===== src/rtl/id_stall_controller.sv =====
// id_stall_controller
//  ID-stage stall/flush control for the 5-stage MIPS pipeline. Detects
//  load-use and branch-operand hazards that EX/MEM->ID forwarding cannot
//  cover, holds PC and IF/ID for one or two cycles, bubbles ID/EX while
//  stalled and flushes IF/ID on a taken branch.
// Ports
//  i_clk, i_rst            clock, synchronous active-high reset
//  i_rs_id, i_rt_id        source registers of the instruction in ID
//  i_uses_rt_id            ID instruction reads rt
//  i_branch_id             ID instruction compares operands in ID
//  i_branch_taken_id       branch in ID resolved taken
//  i_rd_id_ex, i_regWrite_id_ex, i_memRead_id_ex   producer in EX
//  i_rd_ex_m, i_memRead_ex_m                       producer in MEM
//  i_halt                  debug freeze, overrides stall/flush outputs
//  o_stall_pc, o_stall_if_id, o_bubble_id_ex       stall controls
//  o_flush_if_id           load NOP into IF/ID
//  o_stall_count           saturating count of stall cycles since reset
module id_stall_controller #(
    parameter int unsigned NB_ADDR = 5,
    parameter int unsigned NB_CNT  = 16
) (
    input  logic               i_clk,
    input  logic               i_rst,
    input  logic [NB_ADDR-1:0] i_rs_id,
    input  logic [NB_ADDR-1:0] i_rt_id,
    input  logic               i_uses_rt_id,
    input  logic               i_branch_id,
    input  logic               i_branch_taken_id,
    input  logic [NB_ADDR-1:0] i_rd_id_ex,
    input  logic               i_regWrite_id_ex,
    input  logic               i_memRead_id_ex,
    input  logic [NB_ADDR-1:0] i_rd_ex_m,
    input  logic               i_memRead_ex_m,
    input  logic               i_halt,
    output logic               o_stall_pc,
    output logic               o_stall_if_id,
    output logic               o_bubble_id_ex,
    output logic               o_flush_if_id,
    output logic [NB_CNT-1:0]  o_stall_count
);

    localparam logic [NB_CNT-1:0] CNT_MAX = '1;

    typedef enum logic [0:0] {
        IDLE   = 1'b0,
        STALL2 = 1'b1
    } state_t;

    state_t            state_q;
    logic [NB_CNT-1:0] cnt_q;

    logic match_a;
    logic match_b;
    logic need_two;
    logic need_one;
    logic stall;
    logic flush;

    // Operand matches against EX and MEM producers; $0 never creates a hazard.
    always_comb begin
        match_a = (i_rd_id_ex != '0) &&
                  ((i_rs_id == i_rd_id_ex) || (i_uses_rt_id && (i_rt_id == i_rd_id_ex)));
        match_b = (i_rd_ex_m != '0) &&
                  ((i_rs_id == i_rd_ex_m) || (i_uses_rt_id && (i_rt_id == i_rd_ex_m)));
    end

    // Stall length requirement; overlapping rules take the maximum, not the sum.
    always_comb begin
        need_two = i_memRead_id_ex && match_a && i_branch_id;
        need_one = (i_memRead_id_ex && match_a && !i_branch_id) ||
                   (i_regWrite_id_ex && !i_memRead_id_ex && match_a && i_branch_id) ||
                   (i_memRead_ex_m && match_b && i_branch_id);
    end

    // Output decode: halt and reset force everything low; a stall masks the flush.
    always_comb begin
        stall = 1'b0;
        flush = 1'b0;
        if (!i_rst && !i_halt) begin
            stall = (state_q == STALL2) || need_two || need_one;
            flush = i_branch_taken_id && !stall;
        end
    end

    assign o_stall_pc     = stall;
    assign o_stall_if_id  = stall;
    assign o_bubble_id_ex = stall;
    assign o_flush_if_id  = flush;
    assign o_stall_count  = i_rst ? '0 : cnt_q;

    // State and saturating stall counter; halt freezes both.
    always_ff @(posedge i_clk) begin
        if (i_rst) begin
            state_q <= IDLE;
            cnt_q   <= '0;
        end else if (!i_halt) begin
            if ((state_q == IDLE) && need_two) begin
                state_q <= STALL2;
            end else begin
                state_q <= IDLE;
            end
            if (stall && (cnt_q != CNT_MAX)) begin
                cnt_q <= cnt_q + NB_CNT'(1);
            end
        end
    end

endmodule


===== config.mk =====
export PLATFORM = sky130hd
export DESIGN_NAME = id_stall_controller
export DESIGN_NICKNAME = d
export VERILOG_FILES = /design/src/rtl/id_stall_controller.sv
export SDC_FILE = /design/constraint.sdc
export NUM_CORES = 1
export LEC_CHECK = 0
export ABC_AREA = 1
export BUFFER_PORTS_ARGS = -buffer_cell sky130_fd_sc_hd__buf_4
export CORE_ASPECT_RATIO = 0.75
export CORE_MARGIN = 2
export CORE_UTILIZATION = 51
export DETAILED_ROUTE_END_ITERATION = 7
export HOLD_SLACK_MARGIN = 0.1
export PLACE_DENSITY = 0.88
export SLEW_MARGIN = 20
export SYNTH_ARGS = -nofsm -noshare
export SYNTH_HDL_FRONTEND = slang
export SYNTH_SLANG_ARGS = --single-unit

===== constraint.sdc =====
create_clock -name i_clk -period 2.93 [get_ports i_clk]
set_clock_uncertainty 0.05 [all_clocks]
set_input_delay 0.586 -clock i_clk [delete_from_list [all_inputs] [get_ports i_clk]]
set_output_delay 0.586 -clock i_clk [all_outputs]
set_load 0.03 [all_outputs]

==> metrics.txt <==
# TYPE chip_impl_metric gauge
chip_impl_info{name="worstSetupPathType",value="in -> out"} 1
chip_impl_info{name="clock_tree.root_cell",value="sky130_fd_sc_hd__clkbuf_8"} 1
chip_impl_metric{name="synthesis_to_layout_area_growth",unit="%"} 27.06
chip_impl_metric{name="globalRoute.totalOverflow",unit=""} 0
chip_impl_metric{name="setup_viol",unit=""} 0
chip_impl_metric{name="synth_cell_types",unit=""} 23
chip_impl_metric{name="wl_per_cell",unit="µm"} 11.39
chip_impl_info{name="tightest_hold_check_type",value="reg -> reg"} 1
chip_impl_metric{name="mappedNetlistNets",unit=""} 297
chip_impl_metric{name="final_critical_period",unit="ns"} 2.414
chip_impl_metric{name="final_ant_viol_nets",unit=""} 0
chip_impl_metric{name="multi_input_comb_area",unit="µm²"} 1013
chip_impl_metric{name="netSwitchingPower",unit="mW"} 0.1462
chip_impl_metric{name="synth_edf_count",unit=""} 0
chip_impl_metric{name="pwr-share-seq",unit=""} 0.445
chip_impl_info{name="post_synth_most_frequent_cells",value="sky130_fd_sc_hd__nand2_1, sky130_fd_sc_hd__nor2_1, sky130_fd_sc_hd__inv_1, sky130_fd_sc_hd__dfxtp_1"} 1
chip_impl_metric{name="final_max_slew_viol_count",unit=""} 0
chip_impl_metric{name="ir_drop",unit="mV"} 0.2484
chip_impl_metric{name="design.final.nets",unit=""} 342
chip_impl_info{name="setup_repair_after_global_routing_missed_its_margin",value="false"} 1
chip_impl_info{name="clock_tree_from_tritoncts",value="done"} 1
chip_impl_metric{name="ys_seq_elements",unit=""} 17
chip_impl_metric{name="std_cell_rows",unit=""} 17
chip_impl_metric{name="clock_latency",unit="ns"} 0.25
chip_impl_metric{name="finalWeightedCongestion",unit=""} 0.9373
chip_impl_metric{name="pwr-share-clk",unit=""} 0.340
chip_impl_metric{name="cp_data_arrival_time",unit="ns"} 1.78
chip_impl_metric{name="clock.fmax",unit="GHz"} 0.4142
chip_impl_info{name="outcome",value="finished clean"} 1
chip_impl_metric{name="synth.yosys.warnings",unit=""} 0
chip_impl_metric{name="hold_ws",unit="ns"} 0.4219
chip_impl_metric{name="die_w",unit="µm"} 67.64
chip_impl_metric{name="min_period_over_period",unit=""} 0.8240
chip_impl_metric{name="count_of_final_hold_check_violations",unit=""} 0
chip_impl_metric{name="drive_above_1_share",unit=""} 0.2058
chip_impl_metric{name="ctsHoldBuffers",unit=""} 0
chip_impl_metric{name="vias",unit=""} 1794
chip_impl_metric{name="placed_cells",unit=""} 345
chip_impl_metric{name="core_area",unit="µm²"} 2914
chip_impl_metric{name="comb_power_share",unit=""} 0.215
chip_impl_metric{name="cts_resized",unit=""} 0
chip_impl_metric{name="drt_drc_violations_left",unit=""} 0
chip_impl_metric{name="cts_sinks",unit=""} 17
chip_impl_metric{name="synthCells",unit=""} 267
chip_impl_metric{name="internal_power",unit="mW"} 0.3770
chip_impl_metric{name="buffer_levels_on_the_longest_clock_path",unit=""} 2
chip_impl_metric{name="fp.dieArea",unit="µm²"} 3498
chip_impl_metric{name="syn_area_per_cell",unit="µm²"} 5.801
chip_impl_metric{name="worst_slew_pin_slew",unit="ns"} 0.5900
chip_impl_metric{name="slew-limit-headroom",unit=""} 0.6030
chip_impl_metric{name="clkSlewWorstSetupHoldPaths",unit="ns"} 0.07
chip_impl_metric{name="cts-buffers-inserted",unit=""} 3
chip_impl_metric{name="grt_pass1_wl",unit="µm"} 6589
chip_impl_info{name="netlist.top_cell.by_area",value="sky130_fd_sc_hd__dfxtp_1"} 1
chip_impl_metric{name="drt-total-wl",unit="µm"} 3974
chip_impl_metric{name="ports",unit=""} 49
chip_impl_metric{name="power_density",unit="nW/µm²"} 265.8
chip_impl_metric{name="ctsHtreeMaxLevel",unit=""} 1
chip_impl_metric{name="fillers",unit=""} 267
chip_impl_metric{name="effective_utilization_at_floorplan",unit=""} 0.5316
chip_impl_metric{name="syn-cell-area",unit="µm²"} 1549
chip_impl_metric{name="grt_max_degree",unit=""} 35
chip_impl_metric{name="sum_neg_setup_slack",unit="ns"} 0
chip_impl_metric{name="timing.critical_path.required",unit="ns"} 2.29
chip_impl_metric{name="proportion_of_netlist_area_held_by_the_largest_area_contributor",unit=""} 0.2197
chip_impl_info{name="setup.worst_path.end_class",value="output port"} 1
chip_impl_metric{name="yosysSeqAreaShare",unit=""} 0.2197
chip_impl_metric{name="layoutNonFillerInstCount",unit=""} 349
chip_impl_metric{name="max_cap_viol_count",unit=""} 0
chip_impl_metric{name="die_h",unit="µm"} 51.73
chip_impl_metric{name="critical_path_peak_fanout",unit=""} 3
chip_impl_metric{name="grt_util_all_layers",unit=""} 0.2499
chip_impl_metric{name="routed_via_density",unit=""} 5.140
chip_impl_metric{name="grt_pass1_vias",unit=""} 1514
chip_impl_metric{name="sequential_cell_area",unit="µm²"} 340.3
chip_impl_metric{name="postSynth.asyncResetShare",unit=""} 0
chip_impl_metric{name="port-buffer-count",unit=""} 48
chip_impl_metric{name="total_leakage_power",unit="nW"} 0.9572
chip_impl_metric{name="power.share.switching",unit=""} 0.2795
chip_impl_info{name="timing.critical_path.from_type",value="primary input"} 1
chip_impl_metric{name="drtPass1Iterations",unit=""} 4
chip_impl_metric{name="antenna-diode-count",unit=""} 0
chip_impl_metric{name="drtIter0Drc",unit=""} 155
chip_impl_metric{name="antenna_found_initial",unit=""} 0
chip_impl_info{name="synthMostInstantiatedCell",value="sky130_fd_sc_hd__nand2_1"} 1
chip_impl_info{name="synth_top_cells_by_area",value="sky130_fd_sc_hd__dfxtp_1, sky130_fd_sc_hd__nand2_1, sky130_fd_sc_hd__nor2_1, sky130_fd_sc_hd__inv_1, sky130_fd_sc_hd__xor2_1"} 1
chip_impl_metric{name="hpwlAfterDp",unit="µm"} 3056
chip_impl_info{name="synth_ff_type",value="sky130_fd_sc_hd__dfxtp_1"} 1
chip_impl_metric{name="cts_setup_buffers",unit=""} 0
## metrics by stage
step | utilization | worst slack, ns | power (mW) | instance area, µm²
after floorplan | - | 0.1774 | 0.2973 | 1553
after global placement | 0.6599 | 0.5846 | 0.3473 | 1923
after detailed placement | 0.6599 | 0.5531 | 0.3487 | 1923
after CTS | 0.6754 | 0.5513 | 0.5246 | 1968
after global routing | 0.6754 | 0.3572 | 0.5481 | 1968
final | 0.6754 | 0.5156 | 0.5232 | 1968
## cell type report
type,instances,area share
Clock buffer,4,0.02289
Inverter,39,0.07438
Multi-Input combinational cell,201,0.5149
Sequential cell,17,0.1729
Tap cell,38,0.02416
Timing Repair Buffer,50,0.1907
## power groups by stage
stage	combinational, mW	sequential (mW)	clock, mW
6_report	0.113	0.233	0.178
4_1_cts	0.111	0.232	0.181
2_1_floorplan	0.0597	0.238	0
5_1_grt	0.125	0.232	0.191
3_5_place_dp	0.111	0.238	0
3_3_place_gp	0.110	0.238	0
## flip-flops by register name, summed over array words and instances (netlist names)
signal   cells
cnt_q       16
state_q      1
## layout by cell type (no fill, tap or decap)
cell,count
sky130_fd_sc_hd__clkbuf_1,1
sky130_fd_sc_hd__dfxtp_1,17
sky130_fd_sc_hd__inv_2,4
sky130_fd_sc_hd__nand3_4,1
sky130_fd_sc_hd__buf_4,50
sky130_fd_sc_hd__nor3_1,5
sky130_fd_sc_hd__nand4_4,1
sky130_fd_sc_hd__ha_1,1
sky130_fd_sc_hd__xnor2_1,2
sky130_fd_sc_hd__nor2_1,38
sky130_fd_sc_hd__o21ai_0,6
sky130_fd_sc_hd__xor2_1,14
sky130_fd_sc_hd__nor2_4,1
sky130_fd_sc_hd__clkbuf_8,3
sky130_fd_sc_hd__nand3_1,14
sky130_fd_sc_hd__nand2_2,2
sky130_fd_sc_hd__nand2_1,78
sky130_fd_sc_hd__nor4_4,1
sky130_fd_sc_hd__nor4_1,4
sky130_fd_sc_hd__inv_1,35
sky130_fd_sc_hd__a21oi_1,16
sky130_fd_sc_hd__nand4_1,16
sky130_fd_sc_hd__a21boi_2,1
## final timing paths
kind	startpoint	to	slack [ns]	cells past startpoint
setup / recovery	i_rd_id_ex[0]	o_stall_if_id	0.52	12
hold / removal	cnt_q[13]	cnt_q[13]	0.42	2
setup reg to reg	cnt_q[0]	cnt_q[0]	0.70	10
hold reg to reg	cnt_q[13]	cnt_q[13]	0.42	2
## per-layer routing
| metal | share of wire | wire length [µm] | track usage | up-vias |
|---|---|---|---|---|
| met5 | 0 | 0 | 0 | - |
| met3 | 0.073 | 290 | 0.05411 | 6 |
| met1 | 0.48 | 1926 | 0.3498 | 794 |
| met2 | 0.43 | 1706 | 0.3742 | 62 |
| met4 | 0.013 | 51 | 0.09184 | 0 |
| li1 | - | - | - | 932 |
## critical path, cell delays in order
cell and delay [ns]:
sky130_fd_sc_hd__buf_4 0.09, sky130_fd_sc_hd__inv_1 0.05, sky130_fd_sc_hd__nand2_1 0.08, sky130_fd_sc_hd__nand2_1 0.06, sky130_fd_sc_hd__nor2_1 0.10, sky130_fd_sc_hd__nand3_1 0.12
sky130_fd_sc_hd__nand2_1 0.11, sky130_fd_sc_hd__nand3_1 0.10, sky130_fd_sc_hd__nand2_1 0.07, sky130_fd_sc_hd__inv_1 0.06, sky130_fd_sc_hd__a21boi_2 0.18, sky130_fd_sc_hd__buf_4 0.19
## kinds of logic after synthesis
| family | count (synthesis) | share of synthesized area |
|---|---|---|
| flip-flops | 17 | 0.2197 |
| AO/OA/AOI/OAI | 23 | 0.07593 |
| XOR/XNOR | 16 | 0.09047 |
| buffers and inverters | 49 | 0.1284 |
| AND/OR/NAND/NOR | 161 | 0.4774 |
| adder cells (fa/ha/maj) | 1 | 0.008076 |
Note: power is estimated with default switching activity, not from simulation.
